### config.mk
export PLATFORM = sky130hd
export DESIGN_NAME = leaf_cfg_seq
export DESIGN_NICKNAME = d
export VERILOG_FILES = /design/src/rtl/leaf_cfg_pkg.sv /design/src/rtl/leaf_cfg_table.sv /design/src/rtl/leaf_cfg_seq.sv
export SDC_FILE = /design/constraint.sdc
export NUM_CORES = 1
export LEC_CHECK = 0
export CAP_MARGIN = 20
export CORE_MARGIN = 2
export CORE_UTILIZATION = 60
export CTS_BUF_LIST = sky130_fd_sc_hd__clkbuf_4 sky130_fd_sc_hd__clkbuf_8
export CTS_CLUSTER_SIZE = 25
export DETAILED_ROUTE_END_ITERATION = 6
export PLACE_DENSITY = 0.78
export SLEW_MARGIN = 20
export SYNTH_ARGS = -nofsm -noshare
export SYNTH_HDL_FRONTEND = slang
export SYNTH_HIERARCHICAL = 1
export SYNTH_SLANG_ARGS = --single-unit
export TNS_END_PERCENT = 5
### constraint.sdc
create_clock -name ap_clk -period 12.2 [get_ports ap_clk]
set_input_delay 1.22 -clock ap_clk [delete_from_list [all_inputs] [get_ports ap_clk]]
set_output_delay 1.22 -clock ap_clk [all_outputs]
set_load 0.05 [all_outputs]
### src/rtl/leaf_cfg_pkg.sv
// Shared types and defaults for the leaf configuration sequencer.
// Holds the FSM state encoding, the valid-bit position and default parameters.
package leaf_cfg_pkg;

  localparam int DEF_DEPTH     = 16;
  localparam int DEF_PAYLOAD_W = 48;
  localparam int DEF_SETTLE_W  = 20;

  // The valid flag sits directly above the payload in a leaf word.
  localparam int LEAF_VALID_POS = DEF_PAYLOAD_W;

  typedef enum logic [2:0] {
    S_IDLE   = 3'd0,
    S_LOAD   = 3'd1,
    S_SETTLE = 3'd2,
    S_KICK   = 3'd3,
    S_RUN    = 3'd4,
    S_FIN    = 3'd5
  } leaf_state_e;

endpackage

### src/rtl/leaf_cfg_table.sv
// DEPTH x PAYLOAD_W configuration register file.
// It has one synchronous write port and one combinational read port.
module leaf_cfg_table
  import leaf_cfg_pkg::*;
#(
  parameter int DEPTH     = DEF_DEPTH,
  parameter int PAYLOAD_W = DEF_PAYLOAD_W
) (
  input  logic                       clk,
  input  logic                       we,
  input  logic [$clog2(DEPTH)-1:0]   waddr,
  input  logic [PAYLOAD_W-1:0]       wdata,
  input  logic [$clog2(DEPTH)-1:0]   raddr,
  output logic [PAYLOAD_W-1:0]       rdata
);

  logic [PAYLOAD_W-1:0] mem [DEPTH];

  // NOTE: storage is deliberately left out of reset; contents survive ap_rst_n
  // and a reset-free array maps onto plain flops or RAM without a clear tree.
  always_ff @(posedge clk) begin
    if (we) mem[waddr] <= wdata;
  end

  assign rdata = mem[raddr];

endmodule

### src/rtl/leaf_cfg_seq.sv
// Streams a table of config words into a BFT leaf, waits a settle gap,
// kicks the data-generator kernel and waits for it to finish.
// Optional feature macro: LEAF_CFG_SETTLE_EN (programmable settle gap).
module leaf_cfg_seq
  import leaf_cfg_pkg::*;
#(
  parameter int DEPTH     = DEF_DEPTH,
  parameter int PAYLOAD_W = DEF_PAYLOAD_W,
  parameter int SETTLE_W  = DEF_SETTLE_W
) (
  input  logic                         ap_clk,
  input  logic                         ap_rst_n,
  input  logic                         tbl_we,
  input  logic [$clog2(DEPTH)-1:0]     tbl_addr,
  input  logic [PAYLOAD_W-1:0]         tbl_wdata,
  input  logic [$clog2(DEPTH):0]       tbl_len,
  input  logic [SETTLE_W-1:0]          settle_cycles,
  input  logic                         start,
  output logic [PAYLOAD_W:0]           leaf_out,
  input  logic                         leaf_full_n,
  output logic                         kern_ap_start,
  input  logic                         kern_ap_done,
  output logic                         busy,
  output logic                         done,
  output logic                         err_len,
  output logic [$clog2(DEPTH):0]       words_sent
);

  localparam int AW = $clog2(DEPTH);
  localparam int LW = AW + 1;

  leaf_state_e          state;
  logic [AW-1:0]        idx;
  logic [LW-1:0]        len_q;
  logic                 kdone_seen;
  logic                 tbl_wr;
  logic                 len_bad;
  logic                 last_word;
  logic                 enter_settle;
  logic                 settle_zero;
  logic [AW-1:0]        rd_addr;
  logic [PAYLOAD_W-1:0] rd_data;
  logic [PAYLOAD_W-1:0] first_word;

  // The table is frozen whenever a sequence is in flight.
  assign tbl_wr       = tbl_we && (state == S_IDLE);
  assign len_bad      = tbl_len > LW'(DEPTH);
  assign last_word    = ({1'b0, idx} == len_q - 1'b1);
  assign enter_settle = ((state == S_IDLE) && start && !len_bad && (tbl_len == '0))
                     || ((state == S_LOAD) && leaf_full_n && last_word);

  // NOTE: every always_comb output gets a default first so no latch is inferred.
  always_comb begin
    rd_addr = '0;
    if (state == S_LOAD) rd_addr = idx + 1'b1;
  end

  // A write to entry 0 in the start cycle must be seen by the first word.
  assign first_word = (tbl_wr && (tbl_addr == '0)) ? tbl_wdata : rd_data;

  leaf_cfg_table #(
    .DEPTH     (DEPTH),
    .PAYLOAD_W (PAYLOAD_W)
  ) u_table (
    .clk   (ap_clk),
    .we    (tbl_wr),
    .waddr (tbl_addr),
    .wdata (tbl_wdata),
    .raddr (rd_addr),
    .rdata (rd_data)
  );

`ifdef LEAF_CFG_SETTLE_EN
  logic [SETTLE_W-1:0] settle_cnt;

  always_ff @(posedge ap_clk or negedge ap_rst_n) begin
    if (!ap_rst_n) begin
      settle_cnt <= '0;
    end else if (enter_settle) begin
      settle_cnt <= settle_cycles;
    end else if ((state == S_SETTLE) && (settle_cnt != '0)) begin
      settle_cnt <= settle_cnt - 1'b1;
    end
  end

  assign settle_zero = (settle_cnt == '0);
`else
  logic settle_unused;

  assign settle_zero   = 1'b1;
  assign settle_unused = ^{settle_cycles, enter_settle};
`endif

  // NOTE: sequential state uses non-blocking assignments only, so every flop
  // samples pre-edge values regardless of statement order.
  always_ff @(posedge ap_clk or negedge ap_rst_n) begin
    if (!ap_rst_n) begin
      state         <= S_IDLE;
      leaf_out      <= '0;
      kern_ap_start <= 1'b0;
      done          <= 1'b0;
      busy          <= 1'b0;
      err_len       <= 1'b0;
      words_sent    <= '0;
      idx           <= '0;
      len_q         <= '0;
      kdone_seen    <= 1'b0;
    end else begin
      kern_ap_start <= 1'b0;
      done          <= 1'b0;
      unique case (state)
        S_IDLE: begin
          if (start) begin
            if (len_bad) begin
              err_len <= 1'b1;
            end else begin
              err_len    <= 1'b0;
              words_sent <= '0;
              len_q      <= tbl_len;
              idx        <= '0;
              busy       <= 1'b1;
              if (tbl_len == '0) begin
                state <= S_SETTLE;
              end else begin
                state    <= S_LOAD;
                leaf_out <= {1'b1, first_word};
              end
            end
          end
        end
        S_LOAD: begin
          // Without space at the leaf, idx and leaf_out simply hold.
          if (leaf_full_n) begin
            if (words_sent != len_q) words_sent <= words_sent + 1'b1;
            if (last_word) begin
              leaf_out <= '0;
              state    <= S_SETTLE;
            end else begin
              idx      <= idx + 1'b1;
              leaf_out <= {1'b1, rd_data};
            end
          end
        end
        S_SETTLE: begin
          if (settle_zero) begin
            kern_ap_start <= 1'b1;
            state         <= S_KICK;
          end
        end
        S_KICK: begin
          kdone_seen <= kern_ap_done;
          state      <= S_RUN;
        end
        S_RUN: begin
          if (kern_ap_done || kdone_seen) begin
            kdone_seen <= 1'b0;
            done       <= 1'b1;
            state      <= S_FIN;
          end
        end
        S_FIN: begin
          busy  <= 1'b0;
          state <= S_IDLE;
        end
        default: state <= S_IDLE;
      endcase
    end
  end

endmodule

==> run metrics <==
clock power share 27.1%; I/O pins 141; power per unit of standard cell area 249 nW/um^2; Cell Area, Synth 32400 um^2; number of warnings reported in the yosys synthesis log 6; category of the worst setup path launch point register; worst setup slack for register-to-register paths 7100 ps; post-layout instance area ~37000 um^2; core area 53600 um^2; Sum Neg Setup Slack 0 ps; overall routing resource usage 26.0%; TritonCTS Sinks about 840; Data required, critical path 12830 ps; Switching Power 3020 uW; number of buffers created by CTS roughly 130; number of max-slew violations in the final report 0; RSZ-0062 raised after global routing no; Setup-failing EPs final 0; largest net degree at the start of global routing around 130; worst min-delay path category in -> async; share of the cycle needed by the critical path after routing a little over two fifths; Net count, final 1781; root buf cell sky130_fd_sc_hd__clkbuf_8; count of routing violations after the opening detailed-route iteration 1855; status completed; H-tree depth reported by CTS 4; number of buffers added for setup after CTS 0; # DRC 0; peak fanout along the critical path 73; count of hold buffers inserted by post-cts repair 0; number of instances in the synthesized netlist 1495; final standard cell count with taps included and fillers excluded 2497; Cell Rows 85; Reg power frac 36.8%; worst clock skew on the final layout around 33 ps; initial antenna violation count 2; smallest hold slack 426 ps; Routed wire per std cell 27.9 um; final global-route overflow total 0; layout overhead on the synthesized area 15.2%; count of port buffers added during placement 120; routed via count 16100; ratio of cells with drive above 1 in the final layout a little over a quarter; most instantiated flip-flop cell in the synthesis netlist sky130_fd_sc_hd__edfxtp_1; critical path type reg -> reg; number of gates resized after cts 0; number of maximum-capacitance constraint violations 0; share of synthesized flip-flops with an asynchronous set or reset 8.46%; internal power consumption roughly 6300 uW; sequential-to-total area share from yosys stat 76.7%; first-pass detailed-route iteration total 7; clock tree from TritonCTS yes; average footprint of a synthesized cell 21.6 um^2; CTS max path bufs 3; Final Hold Violating Endpoints 0; initial core utilization roughly three fifths; area of placed instances around 34000 um^2; Chip Height between 200 and 250 um; number of different library cells in the post-synthesis netlist 53; worst reg-to-reg path cell count 12; remaining antenna violation count 0; flops & latches, synth 839; global-route wire length before repair 105 mm; fillcell total 3127; source-to-sink clock delay at the later pin of the worst-skew pair 790 ps; Detailed Route WL roughly 70 mm; time the worst path needs with I/O delays and setup ~5100 ps; switching power share of the total around 32%; achievable clock frequency 196 MHz; via count of the first global-routing pass 16600; leakage power total ~0.012 uW; endpoint type of the worst setup path register; area of the die between 50000 and 60000 um^2; WP data arrival 5720 ps; worst-case vdd ir drop 0.281 mV; worst-case headroom to the max-slew limit 27.7%; die width 236 um; count of flip-flops with a built-in enable after synthesis 768; transition at the pin with the smallest max-transition slack 1080 ps; final weighted congestion of routability-driven global placement 0.805; routed vias/inst 6.47; relative contribution of combinational cells to total power 36.1%; placed cells roughly 2300; CTS clock-pin slew for the worst setup and hold paths 70 ps; synthesized net count 1581; total half-perimeter wirelength after legalization and detailed placement 32.6 mm
-- Yosys cell counts (2+ instances only) --
master,count,area [um^2]
sky130_fd_sc_hd__buf_6,6,67.6
sky130_fd_sc_hd__o2bb2ai_1,49,429
sky130_fd_sc_hd__a21oi_1,8,40.0
sky130_fd_sc_hd__mux4_2,192,4320
sky130_fd_sc_hd__clkbuf_1,27,101
sky130_fd_sc_hd__dfrtp_1,71,1780
sky130_fd_sc_hd__mux2_2,7,78.8
sky130_fd_sc_hd__xnor2_1,4,35.0
sky130_fd_sc_hd__nor3b_1,3,22.5
sky130_fd_sc_hd__nor2_1,21,78.8
sky130_fd_sc_hd__nand3b_1,4,30.0
sky130_fd_sc_hd__o21ai_0,6,30.0
sky130_fd_sc_hd__edfxtp_1,768,23100
sky130_fd_sc_hd__nand2b_1,3,18.8
sky130_fd_sc_hd__and2_1,2,12.5
sky130_fd_sc_hd__buf_2,16,80.1
sky130_fd_sc_hd__mux2i_1,52,521
sky130_fd_sc_hd__nand3_1,7,35.0
sky130_fd_sc_hd__a21oi_2,2,17.5
sky130_fd_sc_hd__inv_1,6,22.5
sky130_fd_sc_hd__buf_4,18,135
sky130_fd_sc_hd__buf_1,16,60.1
sky130_fd_sc_hd__ha_1,3,37.5
sky130_fd_sc_hd__nand2_1,62,233
sky130_fd_sc_hd__nor2b_1,4,25.0
sky130_fd_sc_hd__a22oi_1,96,721
sky130_fd_sc_hd__nor3_1,9,45.0
sky130_fd_sc_hd__xor2_1,8,70.1
-- power groups by stage --
stage / clock, uW / combinational, uW / sequential, uW
2_1_floorplan: 0 / 2270 / 3740
3_3_place_gp: 0 / 3300 / 3460
3_5_place_dp: 0 / 3350 / 3470
4_1_cts: 2560 / 3370 / 3410
5_1_grt: 2690 / 3580 / 3430
6_report: 2520 / 3350 / 3410
-- sequential cells by signal, summed over array words and instances, names as in the netlist --
signal and count:
state 3, err_len 1, idx 4, len_q 5
leaf_out 49, words_sent 5, kdone_seen 1, done 1
busy 1, u_table/mem 768, kern_ap_start 1
-- path summary, 6_finish.rpt --
path,from,end
worst max-delay path,state[2],leaf_out[37]
worst min-delay path,ap_rst_n,leaf_out[9]
worst max register to register,state[2],leaf_out[37]
worst min register to register,leaf_out[42],leaf_out[42]
max in group asynchronous,ap_rst_n,leaf_out[48]
min in group ap_clk,leaf_out[42],leaf_out[42]
-- layout by cell type, fill, tap and decap left out, types with 3 or more instances in the layout --
cell                              count
sky130_fd_sc_hd__nand2b_1             3
sky130_fd_sc_hd__clkinvlp_4           6
sky130_fd_sc_hd__bufinv_16           11
sky130_fd_sc_hd__ha_1                 3
sky130_fd_sc_hd__mux2_2               7
sky130_fd_sc_hd__clkbuf_8           147
sky130_fd_sc_hd__dfrtp_1             71
sky130_fd_sc_hd__nand3b_1             4
sky130_fd_sc_hd__nor3_1               5
sky130_fd_sc_hd__o2bb2ai_1           49
sky130_fd_sc_hd__nand3_1              7
sky130_fd_sc_hd__xor2_1               8
sky130_fd_sc_hd__clkdlybuf4s50_1    119
sky130_fd_sc_hd__nor3_2               4
sky130_fd_sc_hd__nand2_1             60
sky130_fd_sc_hd__clkbuf_4            33
sky130_fd_sc_hd__nor2_1               7
sky130_fd_sc_hd__a21oi_1              8
sky130_fd_sc_hd__mux2i_1             52
sky130_fd_sc_hd__xnor2_1              4
sky130_fd_sc_hd__inv_1                6
sky130_fd_sc_hd__a22oi_1             96
sky130_fd_sc_hd__edfxtp_1           768
sky130_fd_sc_hd__o21ai_0              6
sky130_fd_sc_hd__nor3b_1              3
sky130_fd_sc_hd__clkinv_2            16
sky130_fd_sc_hd__nor2_4              14
sky130_fd_sc_hd__mux4_2             192
sky130_fd_sc_hd__buf_4               29
sky130_fd_sc_hd__inv_6                5
sky130_fd_sc_hd__clkinv_1            20
-- metal layers --
| metal | vias up | global-route usage, % | wire length, um |
|---|---|---|---|
| met3 | 117 | 5.77 | 6890 |
| met1 | 8467 | 37.4 | 27600 |
| met5 | - | 0 | 13 |
| met2 | 845 | 40.6 | 33800 |
| li1 | 6718 | - | - |
| met4 | 2 | 8.09 | 1470 |
-- worst max-delay path, stage by stage, from the launching register on --
cell and delay [ps]:
sky130_fd_sc_hd__dfrtp_1 500, sky130_fd_sc_hd__nor2_2 280, sky130_fd_sc_hd__nand2_1 320, sky130_fd_sc_hd__nor2_4 160
sky130_fd_sc_hd__buf_4 570, sky130_fd_sc_hd__buf_4 710, sky130_fd_sc_hd__buf_12 560, sky130_fd_sc_hd__buf_16 410
sky130_fd_sc_hd__mux4_2 550, sky130_fd_sc_hd__a22oi_1 240, sky130_fd_sc_hd__nand2_1 80, sky130_fd_sc_hd__mux2i_1 320
sky130_fd_sc_hd__o2bb2ai_1 110
-- area by class of cell --
type                       count  area, um^2  area share, %
multi-input combinational    566        7220           19.4
clock inverter                58         574           1.54
inverter                       6        22.5         0.0604
clock buffer                 180        2270           6.09
tap                          696         871           2.34
sequential                   839       24800           66.6
antenna                        1        2.50        0.00671
timing repair buffer         151        1480           3.96
-- stage by stage --
step	utilization, %	worst slack (ps)	power (uW)
floorplan	-	6430	6010
global placement	64.2	7110	6760
detailed placement	64.2	7080	6820
CTS	69.5	7100	9340
global route	69.5	6590	9700
finish	69.5	7100	9290
-- kinds of logic (layout without fill, tap and decap cells) --
kind of cell / after synthesis / after routing / share of synthesized area (%)
buffers and inverters: 90 / 395 / 1.46
DFF: 839 / 839 / 76.7
muxes: 251 / 251 / 15.2
adders and majority gates: 3 / 3 / 0.116
and+or+nand+nor: 127 / 127 / 1.91
AOI/OAI and AO/OA: 173 / 173 / 4.23
other: 0 / 1 / 0
xor gates and xnor gates: 12 / 12 / 0.325
(Power assumes the default switching activity.)
